==> config.mk <==
export PLATFORM = sky130hd
export DESIGN_NAME = reg_commit_tracer
export DESIGN_NICKNAME = d
export VERILOG_FILES = /design/src/rtl/reg_commit_tracer.sv
export SDC_FILE = /design/constraint.sdc
export NUM_CORES = 1
export LEC_CHECK = 0
export BUFFER_PORTS_ARGS = -buffer_cell sky130_fd_sc_hd__buf_2
export CAP_MARGIN = 30
export CELL_PAD_IN_SITES_DETAIL_PLACEMENT = 0
export CELL_PAD_IN_SITES_GLOBAL_PLACEMENT = 1
export CORE_ASPECT_RATIO = 2
export CORE_MARGIN = 3
export CORE_UTILIZATION = 48
export DETAILED_ROUTE_END_ITERATION = 8
export PLACE_DENSITY = 0.73
export SYNTH_ARGS = -nofsm -noshare
export SYNTH_HDL_FRONTEND = slang
export SYNTH_SLANG_ARGS = --single-unit
==> constraint.sdc <==
create_clock -name clock -period 15.3 [get_ports clock]
set_clock_uncertainty 0.1 [all_clocks]
set_input_delay 1.53 -clock clock [delete_from_list [all_inputs] [get_ports clock]]
set_output_delay 1.53 -clock clock [all_outputs]
set_load 0.1 [all_outputs]
==> src/rtl/reg_commit_tracer.sv <==
// Register-commit tracer: records writes to watched registers into a
// DEPTH-entry FWFT buffer with cycle stamps, optional wrap and auto-freeze.
module reg_commit_tracer #(
  parameter int          DATA_W      = 32,
  parameter int          DEPTH       = 16,
  parameter int          STAMP_W     = 16,
  parameter logic [31:0] WATCH_MASK  = 32'h03FF_FF00,
  parameter int          STOP_CYCLES = 0
) (
  input  logic                     clock,
  input  logic                     reset_n,
  input  logic                     arm,
  input  logic                     mode_wrap,
  input  logic                     wb_en,
  input  logic [4:0]               wb_addr,
  input  logic [DATA_W-1:0]        wb_data,
  input  logic [DATA_W-1:0]        wb_pc,
  input  logic                     rd_ready,
  output logic                     rd_valid,
  output logic [4:0]               rd_addr,
  output logic [DATA_W-1:0]        rd_data,
  output logic [DATA_W-1:0]        rd_pc,
  output logic [STAMP_W-1:0]       rd_stamp,
  output logic [$clog2(DEPTH):0]   count,
  output logic                     overflow,
  output logic [1:0]               state
);

  localparam int PW = $clog2(DEPTH);
  localparam int CW = PW + 1;
  localparam logic [CW-1:0]      FULL_CNT   = CW'(DEPTH);
  localparam bit                 STOP_EN    = (STOP_CYCLES != 0);
  localparam logic [STAMP_W-1:0] STOP_STAMP = STAMP_W'(STOP_CYCLES - 1);

  typedef enum logic [1:0] {
    S_IDLE    = 2'd0,
    S_CAPTURE = 2'd1,
    S_FROZEN  = 2'd2
  } state_t;

  state_t               r_state;
  state_t               w_next_state;
  logic [PW-1:0]        r_head;
  logic [PW-1:0]        r_tail;
  logic [CW-1:0]        r_count;
  logic                 r_overflow;
  logic [STAMP_W-1:0]   r_stamp;

  logic [4:0]           r_mem_addr  [DEPTH];
  logic [DATA_W-1:0]    r_mem_data  [DEPTH];
  logic [DATA_W-1:0]    r_mem_pc    [DEPTH];
  logic [STAMP_W-1:0]   r_mem_stamp [DEPTH];

  logic w_push;
  logic w_pop;
  logic w_full;
  logic w_stop;
  logic w_store;
  logic w_head_adv;
  logic w_tail_adv;
  logic w_count_inc;
  logic w_count_dec;
  logic w_ovf_set;

  // arm suppresses capture on its own edge because the buffer is being cleared.
  assign w_push = (r_state == S_CAPTURE) && wb_en && (wb_addr != 5'd0) &&
                  WATCH_MASK[wb_addr] && !arm;
  assign w_pop  = rd_valid && rd_ready;
  assign w_full = (r_count == FULL_CNT);
  assign w_stop = STOP_EN && (r_stamp == STOP_STAMP);

  always_comb begin
    w_next_state = r_state;
    case (r_state)
      S_IDLE:    if (arm) w_next_state = S_CAPTURE;
      S_CAPTURE: if (arm) w_next_state = S_CAPTURE;
                 else if (w_stop) w_next_state = S_FROZEN;
      S_FROZEN:  if (arm) w_next_state = S_CAPTURE;
      default:   w_next_state = S_IDLE;
    endcase
  end

  // When full, tail==head, so a push+pop writes into the slot being popped.
  always_comb begin
    w_store     = 1'b0;
    w_head_adv  = 1'b0;
    w_tail_adv  = 1'b0;
    w_count_inc = 1'b0;
    w_count_dec = 1'b0;
    w_ovf_set   = 1'b0;
    if (w_push && w_pop) begin
      w_store    = 1'b1;
      w_head_adv = 1'b1;
      w_tail_adv = 1'b1;
    end else if (w_push) begin
      if (!w_full) begin
        w_store     = 1'b1;
        w_tail_adv  = 1'b1;
        w_count_inc = 1'b1;
      end else if (mode_wrap) begin
        w_store    = 1'b1;
        w_head_adv = 1'b1;
        w_tail_adv = 1'b1;
        w_ovf_set  = 1'b1;
      end else begin
        w_ovf_set = 1'b1;
      end
    end else if (w_pop) begin
      w_head_adv  = 1'b1;
      w_count_dec = 1'b1;
    end
  end

  always_ff @(posedge clock or negedge reset_n) begin
    if (!reset_n) begin
      r_state    <= S_IDLE;
      r_head     <= '0;
      r_tail     <= '0;
      r_count    <= '0;
      r_overflow <= 1'b0;
      r_stamp    <= '0;
    end else begin
      r_state <= w_next_state;
      if (arm) begin
        r_head     <= '0;
        r_tail     <= '0;
        r_count    <= '0;
        r_overflow <= 1'b0;
        r_stamp    <= '0;
      end else begin
        if (w_head_adv)  r_head  <= r_head + PW'(1);
        if (w_tail_adv)  r_tail  <= r_tail + PW'(1);
        if (w_count_inc) r_count <= r_count + CW'(1);
        else if (w_count_dec) r_count <= r_count - CW'(1);
        if (w_ovf_set)   r_overflow <= 1'b1;
        if (r_state == S_CAPTURE) r_stamp <= r_stamp + STAMP_W'(1);
      end
    end
  end

  always_ff @(posedge clock) begin
    if (w_store) begin
      r_mem_addr[r_tail]  <= wb_addr;
      r_mem_data[r_tail]  <= wb_data;
      r_mem_pc[r_tail]    <= wb_pc;
      r_mem_stamp[r_tail] <= r_stamp;
    end
  end

  // Read data is gated so an empty buffer (and reset) shows zeros.
  assign rd_valid = (r_count != '0);
  assign rd_addr  = rd_valid ? r_mem_addr[r_head]  : '0;
  assign rd_data  = rd_valid ? r_mem_data[r_head]  : '0;
  assign rd_pc    = rd_valid ? r_mem_pc[r_head]    : '0;
  assign rd_stamp = rd_valid ? r_mem_stamp[r_head] : '0;
  assign count    = r_count;
  assign overflow = r_overflow;
  assign state    = r_state;

endmodule

======== Word level (Yosys, flattened, before mapping) ========
Memories as Yosys holds them, arrays and structs flattened.
Cells that the tools add are included.
operators by class
  magnitude comparators ................... 1
  eq/ne operators ......................... 4
  add/sub/neg operators ................... 5
  muxes and demuxes ....................... 36
  reductions and logical operators ........ 16
operators with widths
  cell                     number
  $mux W32                 2
  $mux W16                 3
  $mux W1                  21
  $mux W5                  4
  $add A16 B1 Y16 const B  1
  $mux W4                  4
  $reduce_bool A5 Y1       2
  $add A4 B1 Y4 const B    2
  $reduce_bool A2 Y1       4
  $logic_and A1 B1 Y1      6
  $lt A5 B6 Y1 const B     1
  $add A5 B1 Y5 const B    1
  $eq A5 B5 Y1 const B     1
  $sub A5 B1 Y5 const B    1
  $mux W2                  2
  $reduce_bool A3 Y1       1
  $reduce_or A3 Y1         1
  $eq A2 B1 Y1 const B     1
  $eq A2 B2 Y1 const B     1
  $logic_not A2 Y1         1
  $ne A2 B1 Y1 const B     1
  $logic_not A1 Y1         1
word-level totals
  register bits ........................... 32
  RAM bits ................................ 1360
  memories kept ........................... 5
  word-level logic and storage cells ...... 73
  ROM bits ................................ 32
  bits of input ports ..................... 75
  output and inout port bits .............. 94
memory list
  name             depth  width  read ports  clocked after memory_dff  wr ports  RTL line  RTL
  r_mem_data       16     32     1           0                         1         50        logic [DATA_W-1:0] r_mem_data [DEPTH];
  r_mem_pc         16     32     1           0                         1         51        logic [DATA_W-1:0] r_mem_pc [DEPTH];
  r_mem_stamp      16     16     1           0                         1         52        logic [STAMP_W-1:0] r_mem_stamp [DEPTH];
  r_mem_addr       16     5      1           0                         1         49        logic [4:0] r_mem_addr [DEPTH];
  (no name shown)  32     1      1           0                         0         67        WATCH_MASK[wb_addr] && !arm;

======== Depth between registers and ports, before layout ========
Gate-level depths: netlist of run 1.
  word-level depth ........................ 10
  gate-level depth with buffers ........... 9
  mapped depth without buffers ............ 9

======== Least setup slack after synthesis of run 1 ========
OpenSTA, ideal clock, no wires.
  path type ............................... input port to flip-flop
  start point ............................. input wb_addr[1]
  end point ............................... memory r_mem_addr[3][0], enable pin
  setup time .............................. 738 ps
  arrival time ............................ 10323 ps
  cell stages on the path ................. 5
  required time ........................... 14462 ps
  path slack .............................. 4139 ps
  path buffers ............................ 1
  cell sequence ........................... o211ai_1 o2111a_1 o31ai_1 buf_2 nor4_1
between the ends
  word-level cells in the longest chain between the ends .. 8
  elaborated cells on any way between the ends .. 11
  those cells by class .................... mux: 5; reduce/logical: 5; memory: 1
ends and longest elaborated chain
  item                                                                  RTL line  RTL
  start: declaration                                                    15        input logic [4:0] wb_addr,
  $mem_v2 Z32 W1 or $reduce_bool A5 Y1 (tied branches)                  -
  $mux W1 (implied by the code) or $logic_and A1 B1 Y1 (tied branches)  67, 66
  $logic_and A1 B1 Y1 *                                                 66        assign w_push = (r_state == S_CAPTURE) && wb_en && (wb_addr != 5'd0) &&
  $logic_and A1 B1 Y1 *                                                 67
  $mux W1 or $logic_and A1 B1 Y1 (tied branches)                        95, 91
  $mux W1 *                                                             91        if (w_push && w_pop) begin
  $mux W1 *                                                             142       if (w_store) begin
  $mux W1 (implied by the code) *                                       143       r_mem_addr[r_tail] <= wb_addr;
  end: declaration                                                      49
Mark *: on every way between the ends. The rest lies on a longest branch, timed or not. The select of a mux whose other input is x is not followed.

======== Worst setup path in the final report of run 1 ========
  start point ............................. register r_head[1]
  end point ............................... output rd_stamp[6]
between the ends
  word-level cells in the longest chain between the ends .. 2
ends and longest elaborated chain
  item                      RTL line  RTL
  start: declaration        43        logic [PW-1:0] r_head;
  start signal: assignment  131       if (w_head_adv) r_head <= r_head + PW'(1);
  $mem_v2 Z16 W16           -
  $mux W16                  155       assign rd_stamp = rd_valid ? r_mem_stamp[r_head] : '0;
  end: declaration          23        output logic [STAMP_W-1:0] rd_stamp,
No other way between the ends.

==> impl_results.md, run 1 <==
* Hold bufs inserted after CTS at 0
* Effective utilization at floorplan at around half
* Die width at ~240 um
* Mean area per synthesized cell at 24.5 um^2
* Post-synthesis sequential area ratio at between 70 and 80%
* Rows at approximately 170
* CP max stage delay at roughly 900 ps
* DRT iter0 DRCs at 2266
* Clock latency on the worst-skew pair at around 730 ps
* Die area at roughly 120000 um^2
* Critical path's top delay family: buffers and inverters
* Mapped Area at about 53000 um^2
* Worst path slowest cell: dfrtp_4
* Register bit total from synthesis at approximately 1400
* Via Count at 23900
* Finished Layout Cells at about 4000
* Initial DRT Pass Iterations at 5
* Drt drc at 0
* Status: complete, no violations
* Syn nets at between 2000 and 2500
* Most frequent CP cell: mux4_2
* First-pass GRT wire length at between 150 and 200 mm
* Post-DP HPWL at approximately 61 mm
* Overall routing resource usage at about a fifth
* Root Buffer: clkbuf_16
* Cell area after placement at approximately 56000 um^2
* Final setup TNS at 0 ps
* Pre-CTS WS at 9170 ps
* Unique masters post-synth at between 40 and 50
* CTS tree: done
* Final min period at 6630 ps
* Area delta synth->final at 12.6%
* Post-Place Cells at between 3000 and 4000
* WP buf/inv at 3
* Async SR Flop Fraction at 2.23%
* Reg2Reg Depth at 8
* Hold slack at between 400 and 500 ps
* Hold path depth at 2
* Slew headroom at ~8.4%
* Post-route ant nets at 0
* MaxCap Viol Count at 0
* Grt ovf at 0
* Fillcell total at approximately 8200
* Pwr Density at around 160 nW/um^2
* Num CTS Buffers at ~110
* RSZ-0062 raised after global routing: false
* Setup bufs post-CTS at 0
* CP endpoint kind: output port
* Pin count of the biggest net entering global routing at about 180
* Worst path arrival time at roughly 5000 ps
* Slew Limit Fails at 0
* Fin nets at about 2500
* I/O pins at around 170
* Post-cts sizing count at 0
* Synth warn at 0
* Final period utilization at a little over two fifths
* WS Path Type: flop to output port
* Worst Path Max Fanout at between 150 and 200
* Leak pwr at roughly 18 nW
* Final instance area at 60100 um^2
* Share of cells above drive strength 1 at about a third
* Chip height at about 480 um
* Synth Instances at 2176
* Routed wire length at 118 mm
* Most used DFF post-synth: edfxtp_1
* F_max at 151 MHz
* Peak VDD IR at 0.154 mV
* CP cell instances: buf_4 -> buf_12 -> mux4_2 -> mux4_2 -> and2_1 -> buf_2
* Clock Sinks at approximately 1400
* CP required at between 10000 and 15000 ps
* Setup violators final at 0
* Initial antenna violation count at 17
* Number of synthesized flops with an enable pin at approximately 1400
* IO buf count at 167
* Pwr Total at about 9.5 mW
* Hold crit path type: flop to flop
* Vias in the first global route at 26000
* Worst-margin pin slew at roughly 1400 ps
* Setup crit start kind: flop
* Hold violation total from the final report at 0
* Clk buf depth at 3
* Final WS setup at 8670 ps
* Core area at between 100000 and 150000 um^2
* Worst-path clk slew at 70 ps
* Drt wl/cell at a little under 30 um
* H-tree levels at 3
* Utilization after layout at a little over half
* Vias/cell at 5.98
* RePlAce Congestion at slightly above 0.7
* Crit path depth at 6
placed cells by master, fill, tap and decap left out, drive strengths merged, types with 4 or more instances in the layout:
cell type,count
mux2,4
xnor2,10
clkinv,49
edfxtp,1360
and3,7
diode,11
a21oi,11
xor2,5
nor2,26
inv,14
nand4,4
ha,10
and2,90
clkinvlp,13
bufinv,17
nand3,7
nor2b,4
nand2,8
mux4,425
buf,225
nor4,6
or3,8
dfrtp,31
clkbuf,131
o21ai,8
area by class of cell:
type	count	area (um^2)	area share, %
inverters	12	46.3	0.0770
diodes	11	27.5	0.0458
flip-flops and latches	1391	41600	69.3
multi-input cells	660	11200	18.6
clock buffers	131	2940	4.89
well taps	1479	1850	3.08
clock inverters	81	918	1.53
repair buffers	225	1510	2.51
where the power goes:
group          internal, mW  switching, mW  total, mW
logic                 0.692           1.59       2.28
clock network          1.67           1.33       3.00
registers              4.19         0.0448       4.24
state kept, by name, summed over array words and instances (netlist names):
| name | cells |
|---|---|
| r_head | 4 |
| r_mem_pc | 512 |
| r_mem_stamp | 256 |
| r_stamp | 16 |
| overflow | 1 |
| state | 1 |
| r_mem_data | 512 |
| count | 5 |
| r_tail | 4 |
| r_mem_addr | 80 |
layer usage:
metal	vias to the layer above	GRT usage [%]	part of all wire, %	wire (um)
met4	8	5.63	2.0	2420
met2	821	36.2	53	62200
met1	13100	27.4	39	46600
li1	9779	-	-	-
met5	-	0	0.040	47
met3	161	3.90	6.0	7150
worst register-to-register path: stages, from the launching register on:
cell and delay, ps:
dfrtp_1 610, nor2b_1 230, o2111a_1 370, o31ai_2 120, buf_4 200, nor3b_1 450, and2_4 640, buf_4 570
buf_4 760
cells in the mapped netlist (all sizes together) (2+ instances only):
| master | n | area [um^2] |
|---|---|---|
| edfxtp | 1360 | 40800 |
| mux4 | 425 | 9570 |
| and2 | 90 | 563 |
| clkbuf | 60 | 225 |
| buf | 53 | 373 |
| dfrtp | 31 | 776 |
| nor2 | 26 | 100 |
| inv | 12 | 45.0 |
| a21oi | 11 | 55.1 |
| ha | 10 | 125 |
| xnor2 | 10 | 87.6 |
| nand2 | 8 | 30.0 |
| o21ai | 8 | 40.0 |
| or3 | 8 | 50.1 |
| and3 | 7 | 43.8 |
| nand3 | 7 | 35.0 |
| nor4 | 6 | 37.5 |
| xor2 | 5 | 43.8 |
| mux2 | 4 | 45.0 |
| nand4 | 4 | 25.0 |
| nor2b | 4 | 25.0 |
| nor3 | 3 | 15.0 |
| o31ai | 3 | 22.5 |
| or4 | 3 | 22.5 |
| and4 | 2 | 17.5 |
| mux2i | 2 | 20.0 |
logic make-up after synthesis:
logic type	share of synthesized area (%)
compound gates	0.375
xor+xnor	0.246
fa+ha+maj	0.272
buf+inv	1.21
flops	78.0
mux	18.1
other cells	0.00703
simple gates	1.85
worst paths after layout:
kind | start | end | slack, ps
min reg2reg | overflow$_DFFE_PN0P_ | overflow$_DFFE_PN0P_ | 480
min in group asynchronous | reset_n | r_stamp[0]$_DFFE_PN0P_ | 810
max in group asynchronous | reset_n | r_head[0]$_DFFE_PN0P_ | 13640
max | r_head[1]$_DFFE_PN0P_ | rd_stamp[6] | 8670
min | overflow$_DFFE_PN0P_ | overflow$_DFFE_PN0P_ | 480
max reg2reg | state[0]$_DFFE_PN0P_ | r_mem_pc[7][7]$_DFFE_PP_ | 10860
No activity file was read; power rests on OpenSTA's default activity.
==> inputs of run 2 (changes only) <==
--- a/config.mk
+++ b/config.mk
@@ -13,7 +13,7 @@
 export CORE_MARGIN = 3
 export CORE_UTILIZATION = 48
 export DETAILED_ROUTE_END_ITERATION = 8
-export PLACE_DENSITY = 0.73
+export PLACE_DENSITY = 0.76
 export SYNTH_ARGS = -nofsm -noshare
 export SYNTH_HDL_FRONTEND = slang
 export SYNTH_SLANG_ARGS = --single-unit
==> constraint.sdc (replaced) <==
create_clock -name clock -period 5.9 [get_ports clock]
set_clock_uncertainty 0.1 [all_clocks]
set_input_delay 0.59 -clock clock [delete_from_list [all_inputs] [get_ports clock]]
set_output_delay 0.59 -clock clock [all_outputs]
set_load 0.1 [all_outputs]
==> impl_results.md, run 2 (synthesized netlist as in run 1, its figures left out) <==
* Status: complete, no violations
* Commonest non-fill, non-tap cell in the layout: edfxtp_1
* Drt drc at 0
* WS Path Type: flop to output port
* Final period utilization at about four fifths
* Slew Limit Fails at 0
* Area delta synth->final at 12.7%
* I/O pins at 169
* Leak pwr at 18.4 nW
* Biggest regs: r_mem_data (512), r_mem_pc (512), r_mem_stamp (256)
* RePlAce Congestion at roughly 0.7
* Slew headroom at roughly a third
* Grt ovf at 0
* Post-route ant nets at 0
* Vias/cell at between 5 and 6
* Initial DRT Pass Iterations at 7
* Final setup TNS at 0 ps
* Die area at between 100000 and 150000 um^2
* First-pass GRT wire length at 172 mm
* CP max stage delay at approximately 670 ps
* Cell area after placement at approximately 56000 um^2
* Finished Layout Cells at 3978
* CP cell instances: or4_1 -> nor2_2 -> clkinv_2 -> buf_4 -> and2_1 -> buf_2
* Worst Path Max Fanout at 44
* Post-Place Cells at between 3000 and 4000
* Pin count of the biggest net entering global routing at between 70 and 80
* Overall routing resource usage at between 20% and 30%
* Clk buf depth at 3
* Worst-margin pin slew at a little over 1000 ps
* Hold violation total from the final report at 0
* Clock Sinks at 1391
* Post-cts sizing count at 0
* Final min period at 4700 ps
* RSZ-0062 raised after global routing: false
* Die width at 242 um
* Rows at ~170
* Setup crit start kind: flop
* MaxCap Viol Count at 0
* Fin nets at approximately 2500
* Setup violators final at 0
* Share of cells above drive strength 1 at between 30% and 40%
* Initial antenna violation count at 8
* F_max at 213 MHz
* WP buf/inv at 3
* Effective utilization at floorplan at roughly 48%
* Pwr Total at 24.5 mW
* Final instance area at approximately 60000 um^2
* Hold crit path type: primary input to flop
* CP required at ~5200 ps
* CP endpoint kind: output port
* Peak VDD IR at 0.526 mV
* Root Buffer: clkbuf_16
* Worst path arrival time at 4010 ps
* Hold bufs inserted after CTS at 1
* Post-DP HPWL at roughly 61 mm
* Routed wire length at approximately 120 mm
* Drt wl/cell at a little under 30 um
* Vias in the first global route at ~25000
* Via Count at between 20000 and 25000
* H-tree levels at 3
* Num CTS Buffers at between 100 and 150
* Chip height at about 480 um
* Worst-path clk slew at about 70 ps
* DRT iter0 DRCs at around 2100
* Setup bufs post-CTS at 0
* Pwr Density at approximately 400 nW/um^2
* Worst path slowest cell: clkinv_2
* Most frequent cells in the layout: edfxtp_1 (1360), mux4_2 (425), buf_2 (167)
* Core area at around 110000 um^2
* IO buf count at about 170
* CTS tree: done
* Clock latency on the worst-skew pair at around 730 ps
* Critical path's top delay family: buffers and inverters
-- run 2: metrics by stage --
stage	worst slack, ps	hold WS (ps)	utilization (%)
final	1200	110	54.6
after global routing	916	90.1	54.6
after CTS	1080	47.2	54.6
after detailed placement	1800	460	51.2
after global placement	1980	440	51.1
after floorplan	-1180	194	-
-- run 2: path summary, 6_finish.rpt --
check,startpoint,endpoint,slack [ps],depth (start not counted)
max,count[0]$_DFFE_PN0P_,rd_data[8],1200,6
min,rd_ready,overflow$_DFFE_PN0P_,110,2
max reg2reg,state[0]$_DFFE_PN0P_,r_mem_pc[5][5]$_DFFE_PP_,2180,7
min reg2reg,overflow$_DFFE_PN0P_,overflow$_DFFE_PN0P_,460,2
max in group asynchronous,reset_n,r_head[0]$_DFFE_PN0P_,4750,2
min in group asynchronous,reset_n,state[0]$_DFFE_PN0P_,360,2
-- run 2: final cells by class --
class / count / area, um^2
diodes: 4 / 10.0
flip-flops and latches: 1391 / 41600
clock buffers: 127 / 2860
clock inverters: 84 / 877
well taps: 1479 / 1850
inverters: 12 / 46.3
fillers: 8147 / 50100
repair buffers: 221 / 1630
multi-input cells: 660 / 11200
-- run 2: power breakdown --
part	switching (mW)	internal, mW
clock	3.48	4.10
combinational	4.11	1.78
sequential	0.125	10.9
-- run 2: worst reg2reg max path, cell delays in order, from the launching register on --
cell and delay [ps]:
dfrtp_1 560, nor2b_1 230, o2111a_1 370, o31ai_2 110
buf_4 210, nor3b_1 480, and2_4 860, buf_12 400
-- run 2: layer usage --
metal	routed length (um)	vias to the layer above	GRT usage, %
met5	13	-	0
met4	2540	2	5.39
met3	7500	168	3.31
met2	61500	941	35.6
met1	44400	12800	26.7
li1	-	9776	-
